### config.mk
export PLATFORM = sky130hd
export DESIGN_NAME = lead_bits_normalizer
export DESIGN_NICKNAME = d
export VERILOG_FILES = /design/src/rtl/lead_bits_normalizer_pkg.sv /design/src/rtl/lead_bits_normalizer_sig_rounder.sv /design/src/rtl/lead_bits_normalizer.sv
export SDC_FILE = /design/constraint.sdc
export NUM_CORES = 1
export LEC_CHECK = 0
export ABC_CLOCK_PERIOD_IN_PS = 3970
export BUFFER_PORTS_ARGS = -buffer_cell sky130_fd_sc_hd__buf_4
export CAP_MARGIN = 20
export CORE_UTILIZATION = 50
export CTS_BUF_LIST = sky130_fd_sc_hd__clkbuf_4
export DETAILED_ROUTE_END_ITERATION = 6
export HOLD_SLACK_MARGIN = 0.05
export PLACE_DENSITY = 0.73
export RECOVER_POWER = 25
export SYNTH_ARGS = -nofsm -noshare
export SYNTH_HDL_FRONTEND = slang
export SYNTH_SLANG_ARGS = --single-unit
### constraint.sdc
create_clock -name clk -period 3.97 [get_ports clk]
set_input_delay 0.794 -clock clk [delete_from_list [all_inputs] [get_ports clk]]
set_output_delay 0.794 -clock clk [all_outputs]
set_load 0.1 [all_outputs]
### src/rtl/lead_bits_normalizer_pkg.sv
// lead_bits_normalizer_pkg: FSM state encoding and exponent-range derivation
// shared by the normalizer and its rounder.
package lead_bits_normalizer_pkg;

    typedef enum logic [1:0] {IDLE, SHIFT, ROUND, DONE} state_t;

    // Largest exponent: the number of positions the significand window can
    // slide down the magnitude.
    function automatic int calc_maxexp(input int mag_w, input int sig_w);
        return mag_w - sig_w;
    endfunction

endpackage

### src/rtl/lead_bits_normalizer_sig_rounder.sv
// sig_rounder: round-half-up of a normalized significand with exponent bump
// and saturation at the top exponent.
//   sig/exp/fb          : pre-round significand, exponent, first dropped bit
//   rnd_sig/rnd_exp/sat : rounded significand, adjusted exponent, saturation flag
module sig_rounder #(
    parameter int SIG_W    = 4,
    parameter int EXP_W    = 3,
    parameter int MAXEXP   = 7,
    parameter bit ROUND_EN = 1'b1
) (
    input  logic [SIG_W-1:0] sig,
    input  logic [EXP_W-1:0] exp,
    input  logic             fb,
    output logic [SIG_W-1:0] rnd_sig,
    output logic [EXP_W-1:0] rnd_exp,
    output logic             sat
);
    logic [SIG_W:0] sum;
    logic           carry;
    logic           at_max;
    assign sum    = {1'b0, sig} + {{SIG_W{1'b0}}, ROUND_EN && fb};
    assign carry  = sum[SIG_W];
    assign at_max = exp == EXP_W'(MAXEXP);
    // A carry renormalizes to 100..0 one exponent up, unless the exponent is
    // already at the top, where the value clamps to all ones.
    assign rnd_sig = !carry ? sum[SIG_W-1:0] : at_max ? '1 : {1'b1, {(SIG_W-1){1'b0}}};
    assign rnd_exp = carry && !at_max ? exp + 1'b1 : exp;
    assign sat     = carry && at_max;
endmodule

### src/rtl/lead_bits_normalizer.sv
// lead_bits_normalizer: sequential leading-zero normalizer producing a
// rounded SIG_W-bit significand and EXP_W-bit exponent from a MAG_W magnitude.
//   clk, rst                : clock, synchronous active-high reset
//   in_valid/in_ready/in_mag: input handshake and magnitude
//   out_valid/out_ready     : output handshake
//   out_sig/out_exp         : rounded significand and exponent
//   out_fb                  : first dropped bit before rounding
//   out_sat                 : rounding saturated at the top exponent
module lead_bits_normalizer
    import lead_bits_normalizer_pkg::*;
#(
    parameter int MAG_W    = 11,
    parameter int SIG_W    = 4,
    parameter int EXP_W    = 3,
    parameter bit ROUND_EN = 1'b1
) (
    input  logic             clk,
    input  logic             rst,
    input  logic             in_valid,
    input  logic [MAG_W-1:0] in_mag,
    output logic             in_ready,
    output logic             out_valid,
    input  logic             out_ready,
    output logic [SIG_W-1:0] out_sig,
    output logic [EXP_W-1:0] out_exp,
    output logic             out_fb,
    output logic             out_sat
);
    localparam int MAXEXP = calc_maxexp(MAG_W, SIG_W);
    localparam logic [EXP_W-1:0] MAXEXP_E = EXP_W'(MAXEXP);

    if ((1 << EXP_W) - 1 < MAXEXP) begin : g_exp_too_narrow
        $error("EXP_W cannot represent MAXEXP");
    end

    state_t           state, next;
    logic [MAG_W-1:0] shreg;
    logic [EXP_W-1:0] count;
    logic [EXP_W-1:0] exp;
    logic [SIG_W-1:0] pre_sig;
    logic             fb;
    logic             shift_done;
    logic [SIG_W-1:0] rnd_sig;
    logic [EXP_W-1:0] rnd_exp;
    logic             sat;

    // Shifting stops once the MSB is set or the exponent bottoms out; in the
    // latter (denormal) case the window holds in_mag[SIG_W-1:0].
    assign shift_done = shreg[MAG_W-1] || count == MAXEXP_E;
    assign exp        = MAXEXP_E - count;
    assign pre_sig    = shreg[MAG_W-1 -: SIG_W];
    assign fb         = exp != '0 && shreg[MAG_W-SIG_W-1];
    assign in_ready   = state == IDLE;

    sig_rounder #(
        .SIG_W   (SIG_W),
        .EXP_W   (EXP_W),
        .MAXEXP  (MAXEXP),
        .ROUND_EN(ROUND_EN)
    ) u_rounder (
        .sig    (pre_sig),
        .exp    (exp),
        .fb     (fb),
        .rnd_sig(rnd_sig),
        .rnd_exp(rnd_exp),
        .sat    (sat)
    );

    always_ff @(posedge clk)
        state <= rst ? IDLE : next;

    always_comb begin
        next = state;
        case (state)
            IDLE:    next = in_valid ? SHIFT : IDLE;
            SHIFT:   next = shift_done ? ROUND : SHIFT;
            ROUND:   next = DONE;
            DONE:    next = out_ready ? IDLE : DONE;
            default: next = IDLE;
        endcase
    end

    always_ff @(posedge clk) begin
        if (rst) begin
            shreg     <= '0;
            count     <= '0;
            out_valid <= 1'b0;
            out_sig   <= '0;
            out_exp   <= '0;
            out_fb    <= 1'b0;
            out_sat   <= 1'b0;
        end else begin
            if (state == IDLE && in_valid) begin
                shreg <= in_mag;
                count <= '0;
            end
            if (state == SHIFT && !shift_done) begin
                shreg <= shreg << 1;
                count <= count + 1'b1;
            end
            if (state == ROUND) begin
                out_valid <= 1'b1;
                out_sig   <= rnd_sig;
                out_exp   <= rnd_exp;
                out_fb    <= fb;
                out_sat   <= sat;
            end
            if (state == DONE && out_ready)
                out_valid <= 1'b0;
        end
    end
endmodule

==> impl_results.md <==
* Status: completed
* Vias per cell at 5.55
* Final hold vios at 0
* Maximum vdd drop at 0.250 mV
* Yosys top cell area share at 0.397
* # placed instances at 193
* Highest Clock Rate at 428 MHz
* Synth unique cells at 34
* Share of layout cells above drive strength 1 at 0.180
* Clk network pwr share at 0.287
* Rel. slew slack at 0.231
* Final HPWL DP at 1.71 mm
* I/O pin total at 26
* Max-slew violation count at 0
* Startpoint Class: flip-flop
* Buf/Inv on CP at 1
* P_sw at 195 uW
* Post-synth ARST share at 0
* Synthesized area at 1310 sq um
* Post-CTS setup buffers at 0
* # H-tree levels at 1
* Post-synthesis sequential area ratio at 0.397
* RSZ-0062 raised after global routing: no
* TNS Setup at 0 ps
* Initial Util at 0.529
* Routed WL at 2.40 mm
* Cell row count at 18
* Fin cells at 197
* Max incr delay on CP at 860 ps
* Hold_buf cts at 0
* Pleak at 0.000582 uW
* Critical Path RT at 3180 ps
* CP max stage cell: clkbuf_1
* Area leader, netlist: dfxtp_1
* Sw frac at 0.308
* Setup CP Type: flip-flop to output pin
* DR iter-0 viols at 5
* Per-cell routed wire length at 12.2 microns
* Global placer's final weighted congestion at 0.752
* Filler cell count at 231
* Via count at 1094
* Die area at 2830 sq um
* Slew @ Worst Pin at 1160 ps
* Hold slack at 466 ps
* CTS clock-pin slew for the worst setup and hold paths at 140 ps
* GRT Overall Usage at 0.203
* Final min period at 2340 ps
* Final WS setup at 1630 ps
* Seq pwr share at 0.485
* Crit-path max FO at 2
* Die X at 53.2 microns
* Global-route wire length before repair at 4.27 mm
* Global route overflow at 0
* Ys flop type: dfxtp_1
* Worst-path cell chain: clkbuf_1
* Number of buffers created by CTS at 3
* Comb pwr share at 0.228
* FF/Latch Area at 520 sq um
* Final net count at 189
* Clock latency on the worst-skew pair at 320 ps
* Die Span Y at 53.2 microns
* Core area at 2480 sq um
* Area of the multi-input gates at 683 sq um
* Area grow syn2layout at 12.4%
* Cts repair resizes at 0
* TritonCTS clock tree: yes
* Remaining antenna violation count after routing at 0
* Power Density at 429 nW/um^2
* Drc violations at 0
* Max Cap Violations at 0
* Int Pwr at 438 uW
* Number of synthesized flops with an enable pin at 0
* Drt first pass iters at 4
* Mean Syn Cell Area at 8.68 sq um
* Top post-synthesis cells by area: dfxtp_1 (40%), nand2_1 (8.6%), a311oi_1 (6.0%)
* Ant diodes at 0
* Post-place setup slack at 1790 ps
* Ys Warns at 0
* Final worst-path cycle share at 0.589
* I/O Buffers at 25
* Final Skew at 3.91 ps
* Vias in the first global route at 1025
* CTS max path bufs at 2
* Final setup viols at 0
* Syn_nets at 172
* CTS root buf: clkbuf_4
* Pin count of the biggest net entering global routing at 29
* CP endpoint kind: output pin
* Register bit total from synthesis at 26
* Largest delay share family, worst path: buffers and inverters
* Min-Delay Path Class: flip-flop to flip-flop
* Initial antenna violation count at 0
* Mapped Cells at 151
* Clk sinks at 26
* Worst EP arrival at 1540 ps
-- power groups by stage --
| stage | logic, uW | clock network, uW | registers [uW] |
|---|---|---|---|
| floorplan | 114 | 0 | 321 |
| global placement | 145 | 0 | 311 |
| detailed placement | 147 | 0 | 313 |
| CTS | 148 | 187 | 307 |
| global route | 160 | 199 | 311 |
| finish | 144 | 182 | 307 |
-- logic make-up after synthesis --
group	after synthesis	share of synthesized area
AOI/OAI and AO/OA	30	0.164
adders and majority gates	6	0.0573
muxes	4	0.0305
buffers and inverters	16	0.0792
and+or+nand+nor	69	0.272
DFF	26	0.397
-- final timing paths --
path	start	to	slack [ps]	depth (start not counted)
max	out_valid	out_valid	1630	1
min	out_sig[3]	out_sig[3]	470	2
max reg2reg	count[0]	out_exp[0]	1790	7
min reg2reg	out_sig[3]	out_sig[3]	470	2
-- placed cells by master (no fill, tap or decap), drive strengths merged, types with 5 or more instances in the layout --
master,n
nand2,31
dfxtp,26
buf,20
nor3,12
nor2,9
a21oi,9
a311oi,9
clkbuf,8
ha,6
a211oi,5
-- cells in the mapped netlist (all sizes together) (2+ instances only) --
library cell and count:
clkbuf 6, nand2 31, a21oi 9, nor3b 2, buf 7, mux2i 4, a211oi 5, a311oi 9
ha 6, dfxtp 26, nor2 9, nor3 12, nand3 4, inv 3, nor2b 3
-- metrics by stage --
stage          total power, uW  cell area (sq um)  utilization
2_1_floorplan              435               1310            -
3_3_place_gp               457               1440        0.583
3_5_place_dp               460               1440        0.583
4_1_cts                    641               1500        0.604
5_1_grt                    671               1470        0.595
6_report                   632               1470        0.595
-- registers in the layout, summed over array words and instances (netlist names) --
name,flops
count,3
shreg,11
out_fb,1
out_exp,3
out_sig,4
out_valid,1
out_sat,1
state,2
-- layout make-up --
class | count | share of cell area
repair buffers | 25 | 0.115
clock buffers | 3 | 0.0153
flip-flops and latches | 26 | 0.353
well taps | 30 | 0.0255
multi-input cells | 109 | 0.463
clock inverters | 1 | 0.0204
inverters | 3 | 0.00764
-- worst register-to-register path: stages (launching register included) --
cell      delay [ps]
dfxtp_1          370
ha_1             210
ha_1             230
nor2b_1          190
ha_1             220
ha_1             250
nand4b_1         230
a311o_1          380
-- routing by layer --
layer | track usage | wire, microns | up-vias
met2 | 0.352 | 1120 | 20
met4 | 0.0658 | 26 | 0
met3 | 0.0345 | 71 | 4
met1 | 0.250 | 1180 | 495
met5 | 0 | 0 | -
li1 | - | - | 575
Note: power is estimated with default switching activity, not from simulation.
